**src/rtl/morph_bin_filter.sv**
```systemverilog
// rtl/morph_bin_filter.sv - KSIZE x KSIZE binary erode/dilate/bypass filter for a 1-bit pixel stream
//
// Ports:
//   pclk, rst_n          pixel clock, asynchronous active-low reset
//   mode[1:0]            0 erode, 1 dilate, 2/3 bypass; sampled at the active in_vs edge
//   in_hs/in_vs/in_de    input syncs
//   in_din               input binary pixel
//   out_hs/out_vs/out_de input syncs delayed LAT cycles (out_de gated until armed)
//   out_dout             filtered pixel, 0 while out_de is 0
//   line_ovf             sticky: a line in the current frame exceeded IMG_W pixels
module morph_bin_filter #(
    parameter int IMG_W  = 640,
    parameter int KSIZE  = 3,
    parameter bit VS_POL = 1'b1
) (
    input  logic       pclk,
    input  logic       rst_n,
    input  logic [1:0] mode,
    input  logic       in_hs,
    input  logic       in_vs,
    input  logic       in_de,
    input  logic       in_din,
    output logic       out_hs,
    output logic       out_vs,
    output logic       out_de,
    output logic       out_dout,
    output logic       line_ovf
);

    localparam int K   = KSIZE;
    localparam int LAT = 3;
    localparam int CW  = $clog2(IMG_W + 1);
    localparam int AW  = $clog2(IMG_W);

    generate
        if (KSIZE != 3 && KSIZE != 5) begin : g_bad_ksize
            $error("morph_bin_filter: KSIZE must be 3 or 5");
        end
    endgenerate

    // Input edge detection and frame/line counters
    logic          vs_act_d;
    logic          de_d;
    logic          armed;
    logic [1:0]    mode_q;
    logic [CW-1:0] col_q;
    logic [CW-1:0] col_cur;
    logic [2:0]    row_q;
    logic          vs_act;
    logic          vs_edge;
    logic          de_rise;
    logic          de_fall;
    logic          in_range;
    logic          arm_eff;
    logic          lb_we;
    logic [AW-1:0] addr;
    logic          pad;

    assign vs_act   = (in_vs == VS_POL);
    assign vs_edge  = vs_act & ~vs_act_d;
    assign de_rise  = in_de & ~de_d;
    assign de_fall  = ~in_de & de_d;
    // The first pixel of a line sees col 0 even though the register still
    // holds the previous line's end count.
    assign col_cur  = de_rise ? '0 : col_q;
    assign in_range = (col_cur < CW'(IMG_W));
    // After reset nothing is trusted until a frame boundary is seen.
    assign arm_eff  = armed | vs_edge;
    assign lb_we    = in_de & in_range & arm_eff;
    assign addr     = in_range ? col_cur[AW-1:0] : '0;
    // Neutral element of the current operation: 1 for AND, 0 for OR.
    assign pad      = (mode_q == 2'd0);

    always_ff @(posedge pclk or negedge rst_n) begin
        if (!rst_n) begin
            vs_act_d <= 1'b0;
            de_d     <= 1'b0;
            armed    <= 1'b0;
            mode_q   <= 2'd0;
            col_q    <= '0;
            row_q    <= '0;
            line_ovf <= 1'b0;
        end else begin
            vs_act_d <= vs_act;
            de_d     <= in_de;
            if (vs_edge) begin
                armed  <= 1'b1;
                mode_q <= mode;
            end
            if (in_de) begin
                col_q <= in_range ? col_cur + CW'(1) : col_cur;
            end
            if (vs_edge) begin
                row_q <= '0;
            end else if (de_fall && row_q < 3'(K - 1)) begin
                row_q <= row_q + 3'd1;
            end
            if (in_de && col_cur == CW'(IMG_W)) begin
                line_ovf <= 1'b1;
            end else if (vs_edge) begin
                line_ovf <= 1'b0;
            end
        end
    end

    // Cascaded line buffers: lb_mem[0] holds the previous line, lb_mem[d]
    // the line d+1 above. Reading and writing the same address in one cycle
    // returns the old contents, which is what pushes each line down.
    logic lb_mem [K-1][IMG_W];

    always_ff @(posedge pclk) begin
        if (lb_we) begin
            lb_mem[0][addr] <= in_din;
            for (int d = 1; d < K - 1; d++) begin
                lb_mem[d][addr] <= lb_mem[d-1][addr];
            end
        end
    end

    // Vertical column for the current pixel with row and overflow padding
    // applied before it enters the window, so padded taps travel with it.
    logic [K-1:0] vcol;

    always_comb begin
        vcol    = '0;
        vcol[0] = in_din;
        for (int d = 1; d < K; d++) begin
            if (row_q < 3'(d) || !in_range) begin
                vcol[d] = pad;
            end else begin
                vcol[d] = lb_mem[d-1][addr];
            end
        end
    end

    // Stage 1: window column shift (win[0] is the newest column)
    logic [K-1:0]   win [K];
    logic [CW-1:0]  col_s1;
    logic           de_s1;
    logic           din_s1;
    logic [1:0]     mode_s1;
    logic [LAT-1:0] hs_sr;
    logic [LAT-1:0] vs_sr;
    logic [LAT-1:0] de_sr;

    always_ff @(posedge pclk or negedge rst_n) begin
        if (!rst_n) begin
            for (int j = 0; j < K; j++) begin
                win[j] <= '0;
            end
            col_s1  <= '0;
            de_s1   <= 1'b0;
            din_s1  <= 1'b0;
            mode_s1 <= 2'd0;
            hs_sr   <= '0;
            vs_sr   <= '0;
            de_sr   <= '0;
        end else begin
            if (in_de) begin
                win[0] <= vcol;
                for (int j = 1; j < K; j++) begin
                    win[j] <= win[j-1];
                end
            end
            col_s1  <= col_cur;
            de_s1   <= in_de & arm_eff;
            din_s1  <= in_din;
            mode_s1 <= mode_q;
            hs_sr   <= {hs_sr[LAT-2:0], in_hs};
            vs_sr   <= {vs_sr[LAT-2:0], in_vs};
            de_sr   <= {de_sr[LAT-2:0], in_de & arm_eff};
        end
    end

    // Stage 2: per-row reduction with left-edge padding
    logic [K-1:0] row_red;
    logic         pad_s1;
    logic         tap;

    assign pad_s1 = (mode_s1 == 2'd0);

    always_comb begin
        row_red = '0;
        tap     = 1'b0;
        for (int d = 0; d < K; d++) begin
            row_red[d] = pad_s1;
            for (int j = 0; j < K; j++) begin
                tap = (col_s1 < CW'(j)) ? pad_s1 : win[j][d];
                row_red[d] = (mode_s1 == 2'd0) ? (row_red[d] & tap) : (row_red[d] | tap);
            end
        end
    end

    logic [K-1:0] row_s2;
    logic         de_s2;
    logic         din_s2;
    logic [1:0]   mode_s2;

    always_ff @(posedge pclk or negedge rst_n) begin
        if (!rst_n) begin
            row_s2  <= '0;
            de_s2   <= 1'b0;
            din_s2  <= 1'b0;
            mode_s2 <= 2'd0;
        end else begin
            row_s2  <= row_red;
            de_s2   <= de_s1;
            din_s2  <= din_s1;
            mode_s2 <= mode_s1;
        end
    end

    // Stage 3: final reduction across rows, blanking forces 0
    logic red_all;

    assign red_all = mode_s2[0] ? (|row_s2) : (&row_s2);

    always_ff @(posedge pclk or negedge rst_n) begin
        if (!rst_n) begin
            out_dout <= 1'b0;
        end else begin
            out_dout <= de_s2 & (mode_s2[1] ? din_s2 : red_all);
        end
    end

    assign out_hs = hs_sr[LAT-1];
    assign out_vs = vs_sr[LAT-1];
    assign out_de = de_sr[LAT-1];

endmodule
```
**config.mk**
```make
export PLATFORM = sky130hd
export DESIGN_NAME = morph_bin_filter
export DESIGN_NICKNAME = d
export VERILOG_FILES = /design/src/rtl/morph_bin_filter.sv
export SDC_FILE = /design/constraint.sdc
export NUM_CORES = 2
export LEC_CHECK = 0
export CORE_MARGIN = 3
export CORE_UTILIZATION = 30
export DETAILED_ROUTE_END_ITERATION = 6
export PLACE_DENSITY = 0.41
export SLEW_MARGIN = 20
export SYNTH_ARGS = -nofsm -noshare
export SYNTH_HDL_FRONTEND = slang
export SYNTH_SLANG_ARGS = --single-unit
```
**constraint.sdc**
```tcl
create_clock -name pclk -period 25.3 [get_ports pclk]
set_clock_uncertainty 0.05 [all_clocks]
set_input_delay 5.06 -clock pclk [delete_from_list [all_inputs] [get_ports pclk]]
set_output_delay 5.06 -clock pclk [all_outputs]
set_load 0.03 [all_outputs]
```
==> summary.md <==
| Metric | Value |
|---|---|
| Crit path capture type | `flop` |
| Syn Area/Cell | `17.1 sq um` |
| Register bit total from synthesis | `1336` |
| Max_slew headroom | `19.1%` |
| Initial core utilization | `30.2%` |
| ANT cells | `0` |
| CTS tree | `yes` |
| YS warnings | `0` |
| Critical path launch point type | `input port` |
| Synth Cell Area | `0.0540 sq mm` |
| Dominant cells by area after synthesis | `edfxtp_1, mux4_2, nor2_1, dfrtp_1, a22oi_1` |
| P_sw | `1740 uW` |
| Worst Max-Slew Pin Slew | `1210 ps` |
| Worst-path clk slew | `60 ps` |
| Synth top area share | `71.2%` |
| Insertion delay to the later sink of the worst-skew pair | `770 ps` |
| GRT Util Overall | `17.2%` |
| Syn Nets | `3173` |
| Ys async rst share | `4.19%` |
| Worst endpoint data arrival time | `13830 ps` |
| Post-DP HPWL | `95500 microns` |
| Power Internal | `4270 uW` |
| Reg power frac | `45.1%` |
| Synthesis-to-layout area growth | `13.8%` |
| RSZ-0062 raised after global routing | `false` |
| CP dominant cell by count | `buf_4` |
| Slowest library cell on the worst path | `buf_6` |
| Switching part of the total power | `29.0%` |
| Power Density | `97.9 mW/mm^2` |
| CP bufs+invs | `10` |
| Gate power share | `20.3%` |
| Detailed Route Iter0 Violations | `2706` |
| Clock Sinks | `1336` |
| Buffers on Ports | `12` |
| Post-CTS sizing | `0` |
| Via Count | `29100` |
| Tmin final | `13440 ps` |
| Setup TNS | `0 ps` |
| First-pass GRT wire length | `229000 microns` |
| Yosys top cell by area | `edfxtp_1` |
| Die footprint | `0.185 sq mm` |
| Cell count after synthesis | `3161` |
| Most common cell after layout, fill and taps aside | `edfxtp_1` |
| Root buffer cell | `clkbuf_16` |
| Critical setup path kind | `in2reg` |
| Die Span X | `430 microns` |
| Max-cap violations | `0` |
| Initial antenna violation count | `5` |
| Ys flop type | `edfxtp_1` |
| Io pins | `13` |
| Count of hold-fix buffers inserted at cts | `0` |
| Final wirelength | `160000 microns` |
| Core ar. | `0.179 sq mm` |
| Final worst-path cycle share | `53.1%` |
| Area of placed instances | `0.0567 sq mm` |
| CP delay by family, top | `buffers and inverters` |
| HP Class | `reg2reg` |
| CP peak stage delay | `740 ps` |
| Status | `completed` |
| Commonest cells after routing, fill and taps aside | `edfxtp_1, nor2_1, mux4_2` |
| DRT Pass-1 Iters | `5` |
| GP Congestion | `0.840` |
| CTS H-Tree Depth | `4` |
| Post-CTS setup buffer count | `0` |
| Bufs on Longest Clock Path | `3` |
| Antenna viol nets, final | `0` |
| Row count | `155` |
| Distinct cells, synth | `57` |
| Fraction of layout cells with a size suffix above 1 | `19.3%` |
| Slew Limit Fails | `0` |
| Final Hold Viols | `0` |
| Endpoints failing setup | `0` |
| Largest net degree at the start of global routing | `213` |
| Post-synth EDFFs | `1280` |
| Leakage | `0.0185 uW` |
| Final instance area | `0.0615 sq mm` |
| Setup WS post-layout | `11860 ps` |
| Critical-path cell list | `clkdlybuf4s50_1, buf_4, nand2b_1, nand2_1, nor2_1, inv_2, ha_4, buf_4, buf_4, buf_4, mux4_2, a22oi_1, nand3_1, o21ai_0, nand4_1, nand3_1, o211a_1, inv_8, buf_16, buf_6, buf_6` |
| Cts bufs inserted | `150` |
| Vias in the first global route | `31000` |
| F_max | `74.4 MHz` |
| Avg WL per Cell | `28.4 microns` |
| GRT overflow | `0` |
| Worst IR drop on VDD | `0.0755 mV` |
| Nets | `3192` |
| Die Height | `430 microns` |
| Worst Path Required | `25700 ps` |
| Clock power frac | `34.5%` |
| DR vias/cell | `5.16` |
| Largest fanout on the critical path | `117` |
| DRC viols | `0` |
| Place WS | `10260 ps` |
| Sequential share of the synthesized area | `73.8%` |
-- final timing paths --
kind / from / end / slack, ps / cells past startpoint
worst max-delay path: in_de / lb_mem[0][1067]$_DFFE_PP_ / 11860 / 21
worst min-delay path: vs_sr[1]$_DFF_PN0_ / vs_sr[2]$_DFF_PN0_ / 300 / 0
worst max register to register: de_d$_DFF_PN0_ / lb_mem[0][1067]$_DFFE_PP_ / 16440 / 19
worst min register to register: vs_sr[1]$_DFF_PN0_ / vs_sr[2]$_DFF_PN0_ / 300 / 0
max in group asynchronous: rst_n / col_q[9]$_DFFE_PN0P_ / 20340 / 2
min in group asynchronous: rst_n / out_dout$_DFF_PN0_ / 4390 / 2
-- sequential cells by signal, summed over array words and instances (netlist names) --
| register | flops |
|---|---|
| din_s1 | 1 |
| de_d | 1 |
| mode_q | 2 |
| row_q | 3 |
| mode_s1 | 2 |
| vs_sr | 3 |
| mode_s2 | 2 |
| armed | 1 |
| out_dout | 1 |
| hs_sr | 3 |
| din_s2 | 1 |
| col_s1 | 10 |
| line_ovf | 1 |
| win | 9 |
| lb_mem | 1280 |
| row_s2 | 3 |
| de_sr | 3 |
| col_q | 10 |
-- power groups by stage --
stage / clock network (uW) / logic [uW] / registers [uW]
after detailed placement: 0 / 1240 / 2770
after global routing: 2230 / 1310 / 2720
after global placement: 0 / 1210 / 2760
final: 2080 / 1220 / 2710
after CTS: 2140 / 1240 / 2720
after floorplan: 0 / 743 / 2910
-- metal layers --
metal | vias to the layer above | share of wire, % | GRT usage, % | wire [microns]
li1 | 12400 | - | - | -
met1 | 15600 | 41 | 22.3 | 65700
met2 | 957 | 50 | 29.3 | 80300
met3 | 232 | 5.9 | 3.26 | 9440
met4 | 0 | 3.1 | 5.55 | 4910
met5 | - | 0 | 0 | 0
-- area by class of cell --
cell class / instances / area (sq um)
clock buffer: 183 / 4050
timing repair buffer: 106 / 923
sequential: 1336 / 39800
tap: 2355 / 2950
inverter: 22 / 90.1
fill: 16800 / 117000
clock inverter: 82 / 598
multi-input combinational: 1564 / 13000
-- cell families after synthesis --
logic type                 Yosys count  share of synthesized area, %
and+or+nand+nor                    977                          7.29
buffers and inverters              261                          2.30
adders and majority gates            4                        0.0927
xor gates and xnor gates             8                         0.130
muxes                              325                          13.1
DFF                               1336                          73.8
AOI/OAI and AO/OA                  250                          3.32
-- metrics by stage --
| step | utilization, % | std cells | power, uW | hold WS [ps] |
|---|---|---|---|---|
| after CTS | 34.4 | 5646 | 6100 | 299 |
| after detailed placement | 31.8 | 5381 | 4010 | 286 |
| after floorplan | - | 3161 | 3650 | 281 |
| after global placement | 31.8 | 5381 | 3980 | 286 |
| final | 34.4 | 5648 | 6020 | 298 |
| after global routing | 34.4 | 5648 | 6260 | 306 |
-- synthesized netlist by cell type (4+ instances only) --
cell type and count:
mux2_2 9, nor3_1 14, buf_6 8, a211oi_1 7
nor2_1 680, a22o_1 15, o22ai_1 19, a311oi_1 6
or3_1 16, edfxtp_1 1280, and2_1 4, buf_4 36
nor4_1 4, nand2b_1 5, a221oi_1 23, o211ai_1 8
mux4_2 304, dfrtp_1 56, ha_1 4, buf_1 40
nand3_1 67, buf_2 53, clkbuf_1 102, nand2_1 154
o21ai_0 24, nand4_1 18, inv_1 21, mux2i_1 12
nor2b_1 4, a21oi_1 30, a31oi_1 16, xnor2_1 5
and3_1 6, a22oi_1 80
Note: power is estimated with default switching activity, not from simulation.
